### src/rtl/finger_scan_if.sv
// finger_scan_if: palm-box handshake, mask read port and finger results of finger_scan_ctrl; zone_count exists with FINGER_ZONE_COUNT_EN
interface finger_scan_if #(
  parameter int ADDR_W = 15
);
  logic              box_valid;
  logic              box_ready;
  logic [7:0]        start_of_palm_r;
  logic [7:0]        start_of_palm_c;
  logic [7:0]        end_of_palm_r;
  logic [7:0]        end_of_palm_c;
  logic              mem_rd_en;
  logic [ADDR_W-1:0] mem_addr;
  logic              mem_rd_data;
  logic              thumb_status;
  logic              index_status;
  logic              middle_status;
  logic              ring_status;
  logic              pinky_status;
  logic              box_err;
  logic              result_valid;
`ifdef FINGER_ZONE_COUNT_EN
  logic [39:0]       zone_count;
`endif
  modport master (
    output box_valid, start_of_palm_r, start_of_palm_c, end_of_palm_r, end_of_palm_c, mem_rd_data,
    input  box_ready, mem_rd_en, mem_addr, thumb_status, index_status, middle_status,
    input  ring_status, pinky_status, box_err, result_valid
`ifdef FINGER_ZONE_COUNT_EN
    , input zone_count
`endif
  );
  modport slave (
    input  box_valid, start_of_palm_r, start_of_palm_c, end_of_palm_r, end_of_palm_c, mem_rd_data,
    output box_ready, mem_rd_en, mem_addr, thumb_status, index_status, middle_status,
    output ring_status, pinky_status, box_err, result_valid
`ifdef FINGER_ZONE_COUNT_EN
    , output zone_count
`endif
  );
endinterface

### src/rtl/finger_scan_ctrl.sv
// finger_scan_ctrl: scans the rows above a palm box, counts mask hits in five column zones, flags extended fingers; FINGER_ZONE_COUNT_EN exports the zone counts
module finger_scan_ctrl #(
  parameter int IMG_W     = 160,
  parameter int IMG_H     = 120,
  parameter int ADDR_W    = 15,
  parameter int SCAN_ROWS = 8,
  parameter int MIN_HITS  = 4
) (
  input logic          clk,
  input logic          rst,
  finger_scan_if.slave bus
);
  typedef enum logic [2:0] {IDLE, SETUP, SCAN, DRAIN, DECIDE} state_t;
  localparam logic [7:0]        W8     = 8'(IMG_W);
  localparam logic [7:0]        H8     = 8'(IMG_H);
  localparam logic [7:0]        R8     = 8'(SCAN_ROWS);
  localparam logic [7:0]        M8     = 8'(MIN_HITS);
  localparam logic [ADDR_W-1:0] STRIDE = ADDR_W'(IMG_W);
  state_t            state_q;
  logic [7:0]        sr_q, sc_q, ec_q, width_q, row_q, col_q;
  logic [ADDR_W-1:0] base_q, addr_q;
  logic [2:0]        zone_q, tag_q;
  logic [8:0]        acc_q;
  logic              rd_en_q, tag_v_q, err_q, box_err_q, rv_q;
  logic [4:0]        status_q;
  logic [7:0]        cnt_q [5];
`ifdef FINGER_ZONE_COUNT_EN
  logic [39:0]       zc_q;
`endif
  logic              bad, last_col, last_row, step;
  logic [7:0]        first_row;
  logic [ADDR_W-1:0] first_base;
  logic [8:0]        acc_d;
  // box checks, scan window start and divider-free zone stepping
  always_comb begin
    bad = bus.end_of_palm_c < bus.start_of_palm_c || bus.end_of_palm_r < bus.start_of_palm_r ||
          bus.end_of_palm_c >= W8 || bus.end_of_palm_r >= H8;
    first_row = sr_q >= R8 ? sr_q - R8 : 8'd0;
    first_base = ADDR_W'(first_row) * STRIDE;
    last_col = col_q == ec_q;
    last_row = row_q == sr_q - 8'd1;
    acc_d = acc_q + 9'd5;
    step = acc_d >= {1'b0, width_q};
  end
  // sequencer: accept box, issue one read per cycle, count tagged hits, register the verdict
  always_ff @(posedge clk or negedge rst) begin
    if (!rst) begin
      state_q <= IDLE;
      {sr_q, sc_q, ec_q, width_q, row_q, col_q} <= '0;
      {base_q, addr_q} <= '0;
      {zone_q, tag_q, acc_q} <= '0;
      {rd_en_q, tag_v_q, err_q, box_err_q, rv_q} <= '0;
      status_q <= '0;
      for (int i = 0; i < 5; i++) cnt_q[i] <= '0;
`ifdef FINGER_ZONE_COUNT_EN
      zc_q <= '0;
`endif
    end else begin
      rv_q <= 1'b0;
      tag_v_q <= rd_en_q;
      tag_q <= zone_q;
      for (int i = 0; i < 5; i++)
        if (tag_v_q && bus.mem_rd_data && tag_q == 3'(i) && cnt_q[i] != 8'hff) cnt_q[i] <= cnt_q[i] + 8'd1;
      case (state_q)
        IDLE: if (bus.box_valid) begin
          sr_q <= bus.start_of_palm_r;
          sc_q <= bus.start_of_palm_c;
          ec_q <= bus.end_of_palm_c;
          err_q <= bad;
          state_q <= bad ? DECIDE : SETUP;
        end
        SETUP: begin
          width_q <= ec_q - sc_q + 8'd1;
          row_q <= first_row;
          col_q <= sc_q;
          base_q <= first_base;
          addr_q <= first_base + ADDR_W'(sc_q);
          zone_q <= '0;
          acc_q <= '0;
          for (int i = 0; i < 5; i++) cnt_q[i] <= '0;
          rd_en_q <= sr_q != 8'd0;
          state_q <= sr_q == 8'd0 ? DECIDE : SCAN;
        end
        SCAN: if (last_col && last_row) begin
          rd_en_q <= 1'b0;
          state_q <= DRAIN;
        end else if (last_col) begin
          row_q <= row_q + 8'd1;
          col_q <= sc_q;
          base_q <= base_q + STRIDE;
          addr_q <= base_q + STRIDE + ADDR_W'(sc_q);
          zone_q <= '0;
          acc_q <= '0;
        end else begin
          col_q <= col_q + 8'd1;
          addr_q <= addr_q + 1'b1;
          acc_q <= step ? acc_d - {1'b0, width_q} : acc_d;
          zone_q <= step && zone_q != 3'd4 ? zone_q + 3'd1 : zone_q;
        end
        DRAIN: state_q <= DECIDE;
        DECIDE: begin
          for (int i = 0; i < 5; i++) status_q[i] <= !err_q && cnt_q[i] >= M8;
`ifdef FINGER_ZONE_COUNT_EN
          for (int i = 0; i < 5; i++) zc_q[8*i +: 8] <= err_q ? 8'd0 : cnt_q[i];
`endif
          box_err_q <= err_q;
          rv_q <= 1'b1;
          state_q <= IDLE;
        end
        default: state_q <= IDLE;
      endcase
    end
  end
  assign bus.box_ready = rst && state_q == IDLE;
  assign bus.mem_rd_en = rd_en_q;
  assign bus.mem_addr = addr_q;
  assign bus.thumb_status = status_q[0];
  assign bus.index_status = status_q[1];
  assign bus.middle_status = status_q[2];
  assign bus.ring_status = status_q[3];
  assign bus.pinky_status = status_q[4];
  assign bus.box_err = box_err_q;
  assign bus.result_valid = rv_q;
`ifdef FINGER_ZONE_COUNT_EN
  assign bus.zone_count = zc_q;
`endif
endmodule

### src/flat_wrapper.sv
// flat-port wrapper written by rule: the top's interface ports become plain ports
module finger_scan_ctrl_flat 
#(
  parameter int IMG_W     = 160,
  parameter int IMG_H     = 120,
  parameter int ADDR_W    = 15,
  parameter int SCAN_ROWS = 8,
  parameter int MIN_HITS  = 4
)
  (clk, rst, bus_box_valid, bus_start_of_palm_r, bus_start_of_palm_c, bus_end_of_palm_r, bus_end_of_palm_c, bus_mem_rd_data, bus_box_ready, bus_mem_rd_en, bus_mem_addr, bus_thumb_status, bus_index_status, bus_middle_status, bus_ring_status, bus_pinky_status, bus_box_err, bus_result_valid);
  finger_scan_if #(.ADDR_W(ADDR_W)) bus_i ();
  input logic clk;
  input logic rst;
  input wire logic [$bits(bus_i.box_valid)-1:0] bus_box_valid;
  input wire logic [$bits(bus_i.start_of_palm_r)-1:0] bus_start_of_palm_r;
  input wire logic [$bits(bus_i.start_of_palm_c)-1:0] bus_start_of_palm_c;
  input wire logic [$bits(bus_i.end_of_palm_r)-1:0] bus_end_of_palm_r;
  input wire logic [$bits(bus_i.end_of_palm_c)-1:0] bus_end_of_palm_c;
  input wire logic [$bits(bus_i.mem_rd_data)-1:0] bus_mem_rd_data;
  output wire logic [$bits(bus_i.box_ready)-1:0] bus_box_ready;
  output wire logic [$bits(bus_i.mem_rd_en)-1:0] bus_mem_rd_en;
  output wire logic [$bits(bus_i.mem_addr)-1:0] bus_mem_addr;
  output wire logic [$bits(bus_i.thumb_status)-1:0] bus_thumb_status;
  output wire logic [$bits(bus_i.index_status)-1:0] bus_index_status;
  output wire logic [$bits(bus_i.middle_status)-1:0] bus_middle_status;
  output wire logic [$bits(bus_i.ring_status)-1:0] bus_ring_status;
  output wire logic [$bits(bus_i.pinky_status)-1:0] bus_pinky_status;
  output wire logic [$bits(bus_i.box_err)-1:0] bus_box_err;
  output wire logic [$bits(bus_i.result_valid)-1:0] bus_result_valid;
  assign bus_i.box_valid = bus_box_valid;
  assign bus_i.start_of_palm_r = bus_start_of_palm_r;
  assign bus_i.start_of_palm_c = bus_start_of_palm_c;
  assign bus_i.end_of_palm_r = bus_end_of_palm_r;
  assign bus_i.end_of_palm_c = bus_end_of_palm_c;
  assign bus_i.mem_rd_data = bus_mem_rd_data;
  assign bus_box_ready = bus_i.box_ready;
  assign bus_mem_rd_en = bus_i.mem_rd_en;
  assign bus_mem_addr = bus_i.mem_addr;
  assign bus_thumb_status = bus_i.thumb_status;
  assign bus_index_status = bus_i.index_status;
  assign bus_middle_status = bus_i.middle_status;
  assign bus_ring_status = bus_i.ring_status;
  assign bus_pinky_status = bus_i.pinky_status;
  assign bus_box_err = bus_i.box_err;
  assign bus_result_valid = bus_i.result_valid;
  finger_scan_ctrl #(.IMG_W(IMG_W), .IMG_H(IMG_H), .ADDR_W(ADDR_W), .SCAN_ROWS(SCAN_ROWS), .MIN_HITS(MIN_HITS)) u_core (.clk(clk), .rst(rst), .bus(bus_i));
endmodule
### config.mk
export PLATFORM = sky130hd
export DESIGN_NAME = finger_scan_ctrl_flat
export DESIGN_NICKNAME = d
export VERILOG_FILES = /design/src/rtl/finger_scan_if.sv /design/src/rtl/finger_scan_ctrl.sv /design/src/flat_wrapper.sv
export SDC_FILE = /design/constraint.sdc
export NUM_CORES = 1
export LEC_CHECK = 0
export ABC_CLOCK_PERIOD_IN_PS = 8400
export BUFFER_PORTS_ARGS = -buffer_cell sky130_fd_sc_hd__buf_2
export CAP_MARGIN = 5
export CORE_ASPECT_RATIO = 1.5
export CORE_MARGIN = 5
export CORE_UTILIZATION = 41
export CTS_BUF_LIST = sky130_fd_sc_hd__clkbuf_16
export DETAILED_ROUTE_END_ITERATION = 7
export PLACE_DENSITY_LB_ADDON = 0.25
export REMOVE_ABC_BUFFERS = 1
export SLEW_MARGIN = 20
export SYNTH_ARGS = -nofsm -noshare
export SYNTH_HDL_FRONTEND = slang
export SYNTH_SLANG_ARGS = --single-unit
export TNS_END_PERCENT = 50
### constraint.sdc
create_clock -name clk -period 8.4 [get_ports clk]
set_input_delay 1.26 -clock clk [delete_from_list [all_inputs] [get_ports clk]]
set_output_delay 1.26 -clock clk [all_outputs]
set_load 0.01 [all_outputs]
Yosys cells after proc, flatten, opt, wreduce, memory -nomap -nowiden
Cells that the tools add are included.
{"block": "op_classes", "add_sub_neg": 18, "n_reduce_logical": 39, "n_eq_ne": 21, "mux": 35, "n_mul": 1, "order_cmp": 11}
{"operator": "$mux 8", "n": 10}
{"operator": "$add 8x1->8 const B", "n": 8}
{"operator": "$mux 15", "n": 4}
{"operator": "$pmux 15 s2", "n": 2}
{"operator": "$ge 8x3->1 const B", "n": 5}
{"operator": "$mux 40", "n": 1}
{"operator": "$ne 8x8->1 const B", "n": 5}
{"operator": "$pmux 8 s2", "n": 2}
{"operator": "$add 15x8->15", "n": 2}
{"operator": "$mux 9", "n": 3}
{"operator": "$mux 3", "n": 7}
{"operator": "$logic_and 1x1->1", "n": 19}
{"operator": "$pmux 9 s2", "n": 1}
{"operator": "$eq 8x8->1", "n": 2}
{"operator": "$lt 8x8->1", "n": 2}
{"operator": "$add 15x1->15 const B", "n": 1}
{"operator": "$add 15x8->15 const B", "n": 1}
{"operator": "$eq 3x2->1 const B", "n": 4}
{"operator": "$pmux 3 s4", "n": 1}
{"operator": "$reduce_bool 2->1", "n": 6}
{"operator": "$mul 8x3->10 const B", "n": 1}
{"operator": "$add 9x3->9 const B", "n": 1}
{"operator": "$ge 9x8->1", "n": 1}
{"operator": "$sub 9x8->9", "n": 1}
{"operator": "23 further kinds", "n": 35}
{"block": "word_totals", "regBits": 146, "elab_cells": 148}

Depth between registers and ports, before layout
{"block": "logic_depth", "word_depth": 7, "ltp_mapped": 16}

Worst setup path before layout
No wires, ideal clock.
{"block": "synth_timing", "path_type": "register to register", "start": "reg u_core.sr_q[3]", "end": "reg u_core.addr_q[14] (netlist: u_core.bus.mem_addr[14])", "arrival_ps": 3486, "synth_period_minus_slack_ps": 3624, "path_buffers": 1, "path_stages_with_launch": 17, "path_slack_ps": 4776, "path_cell_list": "dfrtp_1 > buf_6 > or3_1 > or3_1 > nand2_1 > inv_1 > ha_1 > ha_1 > inv_1 > fa_1 > nand2b_1 > a21oi_1 > a21oi_1 > maj3_1 > xnor2_1 > xor2_1 > o221ai_1"}
{"block": "synth_between", "elab_chain_cells": 5, "word_cells_on_any_way": 11, "cone_classes": "add/sub (3); mul (1); order compare (1); eq/ne (2); mux (2); reduce/logical (2)"}
{"element": "start, declared", "line": "finger_scan_ctrl.sv:20", "rtl": "logic [7:0] sr_q, sc_q, ec_q, width_q, row_q, col_q;"}
{"element": "start signal, assigned", "line": "finger_scan_ctrl.sv:66", "rtl": "sr_q <= bus.start_of_palm_r;"}
{"element": "$sub 8x4->8 (tied with other cells)", "line": "finger_scan_ctrl.sv:38", "rtl": "first_row = sr_q >= R8 ? sr_q - R8 : 8'd0;"}
{"element": "$mux 8 or $eq 8x8->1 (tied branches)", "line": "finger_scan_ctrl.sv:38, finger_scan_ctrl.sv:41"}
{"element": "$mul 8x3->10 or $logic_and 1x1->1 (tied branches)", "line": "finger_scan_ctrl.sv:39, finger_scan_ctrl.sv:84"}
{"element": "$add 15x8->15 or $ne 2x2->1 (tied branches)"}
{"element": "$pmux 15 s2 or $reduce_and 2->1 (tied branches)"}
{"element": "end signal, assigned", "line": "finger_scan_ctrl.sv:77", "rtl": "addr_q <= first_base + ADDR_W'(sc_q);"}
{"element": "end signal, assigned", "line": "finger_scan_ctrl.sv:91", "rtl": "addr_q <= base_q + STRIDE + ADDR_W'(sc_q);"}
{"element": "end signal, assigned", "line": "finger_scan_ctrl.sv:96", "rtl": "addr_q <= addr_q + 1'b1;"}
{"element": "end, declared", "line": "finger_scan_ctrl.sv:21", "rtl": "logic [ADDR_W-1:0] base_q, addr_q;"}
Parallel ways exist; a longest one is shown, timed or not.
A chain may end at the register's enable or synchronous reset.

Worst setup path in the final report
Ends and elaborated chain as after synthesis.

==> results.cfg <==
[place]
placed_area_um2 = 9882
dpl.hpwl_mm = 16.91
place_ws_ns = 4.477
gp_congestion = 0.8346
portBuffers = 59

[worst_setup_path]
path_max_fanout = 8
endpoint_kind = flop
crit_end = u_core.bus.mem_addr[14]
critPathBufInv = 2
worstPathCellList = or3_1, or3_1, nand2_1, inv_1, ha_1, ha_1, inv_1, fa_1, nand2b_1, a21oi_1, a21oi_1, maj3_1, xnor2_1, xor2_1, o221ai_1
path_class = reg2reg
cp.depth = 15
r2r-start = u_core.sr_q[3]
rr_endpoint = u_core.bus.mem_addr[14]
r2r_cells = 15
cp_data_arrival_time_ns = 4.18
cpPeakStageDelay_ns = 0.49
rrSetupSlack_ns = 4.47
critPathRequiredTime_ns = 8.66
crit_start = u_core.sr_q[3]
critical-path-slowest-cell = dfrtp_1
critPathTopFamily = adder cells
cp-start-kind = flop

[layout]
drive_above_1_share_pct = 10.78
fillers = 2204
final_cell_area_um2 = 10370
nets = 1205
seq_area_um2 = 3528
multi_input_area_um2 = 5399
insertedDiodeCount = 0
syn_to_final_growth_pct = 10.89
final_cell_mix = dfrtp_1, nor2_1, nand2_1, ha_1
layout_commonest_cell = dfrtp_1

[sta]
worst_slew_pin_slew_ns = 0.9564
fin_setup_tns_ns = 0
fin_crit_ns = 3.929
fin_crit_sh_pct = 46.78
fin_worst_skew_ns = 0.009946
maxSlewViolCount = 0
setup-violations-final = 0
timing.final.ws_setup_ns = 4.471
grt_setup_unrepaired = no
clock.fmax_mhz = 254.5
hold_violations = 0
maxSlewHeadroom_pct = 36.10

[cts]
cts_htree_levels = 4
cts_tree = done
cts.clk_slew.worst_paths_ns = 0.06
cts_buffers = 17
cts_sinks = 141
clockBufferDepth = 2
postCtsHoldBufs = 0
cts_resized = 0
clk_latency_ns = 0.43
cts_root_buf = clkbuf_16
post-cts-setup-buffer-count = 0

[synth]
avgSynthCellArea_um2 = 8.922
synth_edf_count = 0
synthArstFlopShare_pct = 100.0
synth.distinct_cells = 74
syn_inst = 1048
syn_area_um2 = 9350
synth_seq_cells = 141
yosysSeqAreaShare_pct = 37.74
ys.flop_type = dfrtp_1
yosysWarnings = 0

[floorplanning]
start_util_pct = 41.77
die_x_um = 133.3
dieArea_um2 = 25990
fp.dieH_um = 195.0
core.rowCount = 67
core_um2 = 22380
pin_count = 60

[grt]
grt_pass1_vias = 7713
grt_max_degree = 75
overflow = 0
antenna_found_initial = 0
grtUsageTotal_pct = 18.30
grt_pass1_wl_mm = 38.49

[drt]
drcViolationCount = 0
wirelength_mm = 23.27
drtIter0Drc = 404
wl_per_cell_um = 16.86
viasPerCell = 5.438
drt_pass1_iterations = 5
vias = 7505
ant_nets = 0

[power_and_ir_drop]
power.leakage_nw = 4.795
ir_drop_v = 0.0001898
power.density_nw_per_um2 = 337.6
p_total_w = 0.003500

[job]
cap_violations = 0

[hold_path]
hold_class = reg2reg
holdCritStartpoint = u_core.zone_q[2]

[status]
outcome = finished, final reports clean
==> metal layers <==
metal | GRT usage (%) | vias up | routed length, µm
met1 | 20.50 | 3564 | 9506
met3 | 3.156 | 48 | 730
met4 | 8.425 | 0 | 792
met5 | 0 | - | 0
met2 | 33.48 | 131 | 12240
li1 | - | 3762 | -
==> cell usage after synthesis, drive strengths merged, types with 5 or more instances <==
cell / number / area share (%)
a31oi: 5 / 0.33
and2: 6 / 0.40
o22a: 6 / 0.56
o22ai: 14 / 0.94
inv: 66 / 2.6
nand3: 39 / 2.1
mux2: 13 / 1.6
o21a: 6 / 0.48
nand4: 12 / 0.80
xnor2: 59 / 5.5
nand2b: 5 / 0.33
ha: 71 / 9.5
mux2i: 11 / 1.2
a21o: 15 / 1.2
a21oi: 69 / 3.8
o211a: 6 / 0.64
clkbuf: 27 / 1.1
dfrtp: 141 / 38
nor2b: 7 / 0.47
a211oi: 6 / 0.48
nor2: 107 / 4.3
buf: 13 / 0.83
nor3: 23 / 1.4
nand2: 103 / 4.1
nor3b: 8 / 0.64
a22o: 8 / 0.75
and3: 15 / 1.0
xor2: 40 / 3.7
or3: 8 / 0.54
nor4: 7 / 0.54
o21ai: 69 / 3.7
==> report_power, final <==
| group | switching [W] | internal, W |
|---|---|---|
| sequential | 0.000262 | 0.000870 |
| clock | 0.000283 | 0.000363 |
| combinational | 0.000955 | 0.000767 |
==> final cells by class <==
type / instances / area share (%)
flip-flops and latches: 141 / 34.03
well taps: 276 / 3.331
repair buffers: 67 / 3.487
clock buffers: 17 / 4.103
inverters: 66 / 2.389
clock inverters: 12 / 0.5913
multi-input cells: 801 / 52.07
==> flip-flops by register name, indices dropped and copies added, names as in the netlist, 3 cells and up <==
signal,flops
u_core.ec_q,8
u_core.col_q,8
u_core.tag_q,3
u_core.sc_q,8
u_core.bus.mem_addr,15
u_core.acc_q,9
u_core.sr_q,8
u_core.cnt_q,40
u_core.state_q,3
u_core.row_q,8
u_core.status_q,5
u_core.base_q,10
u_core.zone_q,3
u_core.width_q,8
==> how the worst min path moves through the flow <==
| stage | endpoint | cells after the start | slack [ns] |
|---|---|---|---|
| 5_1_grt | u_core.tag_q[1] | 0 | 0.45 |
| 3_5_place_dp | u_core.tag_q[2] | 0 | 0.42 |
| 6_report | u_core.tag_q[2] | 0 | 0.43 |
| 4_1_cts | u_core.tag_q[2] | 0 | 0.43 |
| 3_3_place_gp | u_core.tag_q[2] | 0 | 0.41 |
| 2_1_floorplan | u_core.tag_q[2] | 0 | 0.40 |
==> cells by family (layout without fill, tap and decap cells) <==
family                   count (synthesis)  in the layout  share of synthesized area, %
adder cells (fa/ha/maj)                 76             76                         10.46
XOR/XNOR                               100            100                         9.514
AO/OA/AOI/OAI                          247            247                         17.02
buffers and inverters                  106            162                         4.576
flip-flops                             141            141                         37.74
AND/OR/NAND/NOR                        354            354                         17.94
multiplexers                            24             24                         2.743
==> per-stage QoR <==
| step | std cells | util (%) | hold WS [ns] |
|---|---|---|---|
| 2_1_floorplan | 1008 | - | 0.3957 |
| 3_3_place_gp | 1351 | 44.15 | 0.4131 |
| 3_5_place_dp | 1351 | 44.15 | 0.4180 |
| 4_1_cts | 1380 | 46.32 | 0.4308 |
| 5_1_grt | 1380 | 46.32 | 0.4472 |
| 6_report | 1380 | 46.32 | 0.4281 |
Note: power is estimated with default switching activity, not from simulation.
